==> config.mk <==
export PLATFORM = sky130hd
export DESIGN_NAME = stack_arbiter
export DESIGN_NICKNAME = d
export VERILOG_FILES = /design/src/rtl/stack_arbiter.sv
export SDC_FILE = /design/constraint.sdc
export NUM_CORES = 1
export LEC_CHECK = 0
export BUFFER_PORTS_ARGS = -buffer_cell sky130_fd_sc_hd__buf_4
export CAP_MARGIN = 10
export CORE_MARGIN = 3
export CORE_UTILIZATION = 30
export DETAILED_ROUTE_END_ITERATION = 6
export PLACE_DENSITY_LB_ADDON = 0.1
export SYNTH_ARGS = -nofsm -noshare
export SYNTH_HDL_FRONTEND = slang
export SYNTH_SLANG_ARGS = --single-unit
==> constraint.sdc <==
create_clock -name clk -period 2 [get_ports clk]
set_clock_uncertainty 0.2 [all_clocks]
set_input_delay 0.3 -clock clk [delete_from_list [all_inputs] [get_ports clk]]
set_output_delay 0.3 -clock clk [all_outputs]
set_load 0.02 [all_outputs]
==> src/rtl/stack_arbiter.sv <==
// Round-robin arbiter that serialises push/pop requests from two requesters onto one stack.
// Optional STACK_ARBITER_STATS_EN adds err_total, a saturating count of rejected operations.
module stack_arbiter #(
  parameter int WIDTH = 16,
  parameter int DEPTH = 8,
  parameter int CW    = 4
) (
  input  logic             clk,
  input  logic             reset,
  input  logic             req_a,
  input  logic             op_a,
  input  logic [WIDTH-1:0] wdata_a,
  output logic             ack_a,
  output logic [WIDTH-1:0] rdata_a,
  output logic             err_a,
  input  logic             req_b,
  input  logic             op_b,
  input  logic [WIDTH-1:0] wdata_b,
  output logic             ack_b,
  output logic [WIDTH-1:0] rdata_b,
  output logic             err_b,
  output logic             stk_push,
  output logic             stk_pop,
  output logic [WIDTH-1:0] stk_value_in,
  input  logic [WIDTH-1:0] stk_value_out,
  output logic [CW-1:0]    count,
  output logic             full,
  output logic             empty
`ifdef STACK_ARBITER_STATS_EN
  ,
  output logic [7:0]       err_total
`endif
);

  typedef enum logic [1:0] {IDLE, OP, RESP} state_t;

  state_t           state;
  logic             win_b;
  logic             op_pop;
  logic             bad;
  logic             ptr_b;
  logic             grant_b;
  logic             sel_op;
  logic             sel_illegal;
  logic [WIDTH-1:0] sel_data;

  assign full  = (count == CW'(DEPTH));
  assign empty = (count == '0);

  // Tie goes to the pointer side; a lone requester always wins.
  always_comb begin
    grant_b     = (req_a && req_b) ? ptr_b : req_b;
    sel_op      = grant_b ? op_b : op_a;
    sel_data    = grant_b ? wdata_b : wdata_a;
    sel_illegal = sel_op ? empty : full;
  end

  always_ff @(posedge clk) begin
    if (reset) begin
      state        <= IDLE;
      win_b        <= 1'b0;
      op_pop       <= 1'b0;
      bad          <= 1'b0;
      ptr_b        <= 1'b0;
      count        <= '0;
      stk_push     <= 1'b0;
      stk_pop      <= 1'b0;
      stk_value_in <= '0;
      ack_a        <= 1'b0;
      ack_b        <= 1'b0;
      err_a        <= 1'b0;
      err_b        <= 1'b0;
      rdata_a      <= '0;
      rdata_b      <= '0;
    end else begin
      case (state)
        IDLE: begin
          if (req_a || req_b) begin
            win_b        <= grant_b;
            op_pop       <= sel_op;
            bad          <= sel_illegal;
            stk_push     <= !sel_op && !sel_illegal;
            stk_pop      <= sel_op && !sel_illegal;
            stk_value_in <= sel_illegal ? '0 : sel_data;
            state        <= OP;
          end
        end
        OP: begin
          stk_push     <= 1'b0;
          stk_pop      <= 1'b0;
          stk_value_in <= '0;
          // Rejected ops return zero data; a pop captures the top before it is removed.
          if (bad) begin
            if (win_b) rdata_b <= '0;
            else       rdata_a <= '0;
          end else if (op_pop) begin
            if (win_b) rdata_b <= stk_value_out;
            else       rdata_a <= stk_value_out;
            count <= count - CW'(1);
          end else begin
            count <= count + CW'(1);
          end
          ack_a <= !win_b;
          ack_b <= win_b;
          err_a <= !win_b && bad;
          err_b <= win_b && bad;
          state <= RESP;
        end
        RESP: begin
          ack_a <= 1'b0;
          ack_b <= 1'b0;
          err_a <= 1'b0;
          err_b <= 1'b0;
          ptr_b <= !win_b;
          state <= IDLE;
        end
        default: state <= IDLE;
      endcase
    end
  end

`ifdef STACK_ARBITER_STATS_EN
  always_ff @(posedge clk) begin
    if (reset) begin
      err_total <= '0;
    end else if (state == RESP && (err_a || err_b) && err_total != 8'hFF) begin
      err_total <= err_total + 8'd1;
    end
  end
`endif

endmodule
==> run summary <==
H-tree lvl count = 3
Initial antenna violation count = 0
Lkg Pwr = 1.809 nW
Cts hold-fix bufs = 0
Tmin final = 1850 ps
WL/cell = 13.27 microns
First-pass GRT wire length = 12920 microns
TritonCTS buffer count = 9
Post-CTS Setup Bufs = 0
Routed Wire Length = 8215 microns
MaxCap Viol Count = 0
DRT iter0 DRCs = 101
Placed instance count = 603
Antenna Cells = 0
Setup TNS = 0 ps
Worst hold path class = input port to register
EDFF count, synth = 0
Warnings, synthesis = 0
Adder-cell share of the synthesized area = 3.172%
Combinational share of power = 27.2%
Vias after detailed routing = 2863
Synth Area in Compound Gates = 21.08%
Core Footprint = 9459 sq um
Starting Density = 31.69%
Sink Count = 64
Syn Inst Count = 373
Final setup viols = 0
Largest family of logic cells by synthesized area = simple AND/OR/NAND/NOR gates
DRC violations left = 0
Asr flop ratio synth = 0%
Int Power = 2.255 mW
Status = complete, no violations
Nets = 546
Post-route ant nets = 0
Crit path DAT = 1350 ps
Sequential share of the synthesized area = 42.74%
CTS tree = yes
Sequential Power Share = 43.2%
Unrepaired setup endpoints after global routing = no
Fin cells = 619
Max rail drop VDD = 0.0002528 V
I/O pin total = 114
Worst Setup Path Type = register to output pin
Hpwl dp = 6008 microns
Vias in the first global route = 2642
FP Rows = 35
Post-Syn Nets = 434
Library cells used by synthesis = 43
Synth Register Bits = 64
Share of cells above drive strength 1 = 33.27%
Simple-Gate Fraction of Synth Area = 25.33%
Synth Area in XOR/XNOR = 0.5843%
Reg clk slew, reported paths = 70 ps
Mux cell area share after synthesis = 1.711%
Grt total ovfl = 0
Port Buffers = 113
Net Sw Power = 1.052 mW
Drt via density = 4.625
Worst endpoint required time = 1500 ps
Drt pass-1 iters = 4
PD cells = 788.5 nW/um^2
Dominant synthesized flop cell = dfxtp_1
Gpl congestion = 0.7743
Max-slew headroom = 73.75%
Critical path fanouts, max = 6
Final hold violation count = 0
Startpoint types = register
Die X = 106.0 microns
Synthesis-to-finish area growth = 39.94%
Root Buffer = clkbuf_8
Die Area = 11230 sq um
Synthesized cell area = 2998 sq um
CTS Buffer Depth = 2
Clk_lat worst skew = 320 ps
Period utilization = 92.48%
Die H = 106.0 microns
Mapped Avg Cell Area = 8.037 sq um
Switching share of power = 31.82%
Clock network fraction of design power = 29.6%
Slew Limit Fails = 0
Largest net degree at the start of global routing = 40
Crit. End Element = output pin
Worst-Margin Slew = 393.7 ps
Fmax = 540.7 MHz
GRT Util Overall = 14.06%
Cts repair resizes = 0
==> worst max-delay path, cell delays in order (launching register included) <==
cell	delay, ps
dfxtp_1	310
buf_4	150
nor4_1	350
buf_4	210
==> placed cells by master, fill, tap and decap left out, types with 2 or more instances in the layout <==
master / count
o21ai_0: 22
nand2b_1: 6
nor2_1: 15
mux2i_1: 4
nor2b_1: 20
xnor2_1: 2
or3_1: 2
o21ai_1: 2
buf_12: 2
a21oi_1: 38
dfxtp_1: 64
clkinv_2: 2
nor3_1: 4
clkinvlp_4: 3
inv_1: 7
nand2_1: 85
ha_1: 6
a21boi_0: 17
buf_4: 126
and3_1: 17
a211oi_1: 3
clkbuf_8: 10
o21ai_2: 11
==> state kept, by name (all words and copies together), names as in the netlist, 2 cells and up <==
signal,flops
count,4
state,2
rdata_b,16
stk_value_in,16
rdata_a,16
==> per-stage QoR <==
stage / worst slack, ps / power [mW] / utilization (%) / area [sq um] / hold WS (ps)
5_1_grt: 3.146 / 3.495 / 44.35 / 4195 / 96.88
6_report: 150.5 / 3.308 / 44.35 / 4195 / 87.99
4_1_cts: 114.0 / 3.349 / 44.30 / 4190 / 82.13
3_5_place_dp: 121.4 / 2.371 / 42.46 / 4016 / 240.5
3_3_place_gp: 170.6 / 2.363 / 42.46 / 4016 / 238.2
2_1_floorplan: 20.44 / 1.984 / - / 3004 / 262.8
==> layout make-up <==
cell class / count / area (sq um)
Clock buffer: 11 / 141.4
Clock inverter: 5 / 32.53
Fill cell: 1020 / 5264
Inverter: 7 / 26.28
Multi-Input combinational cell: 275 / 1567
Sequential cell: 64 / 1281
Tap cell: 129 / 161.4
Timing Repair Buffer: 128 / 985.9
==> synthesized netlist by cell type (all sizes together) (6+ instances only) <==
| cell type | n | share of area [%] |
|---|---|---|
| nand2 | 86 | 11 |
| dfxtp | 64 | 43 |
| a21oi | 40 | 7.2 |
| o21ai | 35 | 7.2 |
| nor2b | 20 | 4.2 |
| a21boi | 17 | 4.3 |
| and3 | 17 | 3.5 |
| clkbuf | 15 | 1.9 |
| nor2 | 15 | 1.9 |
| buf | 12 | 2.6 |
| inv | 7 | 0.88 |
| ha | 6 | 2.5 |
| nand2b | 6 | 1.3 |
==> worst paths after layout <==
check | end | cells past startpoint | slack, ps | start
setup / recovery | empty | 3 | 150 | count[1]
hold / removal | count[1] | 2 | 90 | reset
setup reg to reg | count[3] | 6 | 160 | state[1]
hold reg to reg | stk_value_in[5] | 2 | 240 | stk_value_in[5]
==> cell families after synthesis <==
| kind of cell | Yosys count |
|---|---|
| AOI/OAI and AO/OA | 101 |
| xor gates and xnor gates | 2 |
| adders and majority gates | 7 |
| buffers and inverters | 34 |
| DFF | 64 |
| muxes | 5 |
| and+or+nand+nor | 160 |
==> per-layer routing <==
metal	GRT usage (%)	vias up	wire length (microns)	part of all wire (%)
li1	-	1474	-	-
met1	18.27	1308	3830	47
met2	23.45	72	3844	47
met3	3.036	9	443	5.4
met4	4.163	0	97	1.2
met5	0	-	0	0
==> power groups by stage <==
stage               logic (mW)  clock network (mW)  registers, mW
finish                   0.901               0.978           1.43
global route             0.991                1.06           1.44
CTS                      0.914                1.00           1.43
detailed placement       0.912                   0           1.46
global placement         0.906                   0           1.46
floorplan                0.447                   0           1.54
Power figures use the tool's default switching activity.
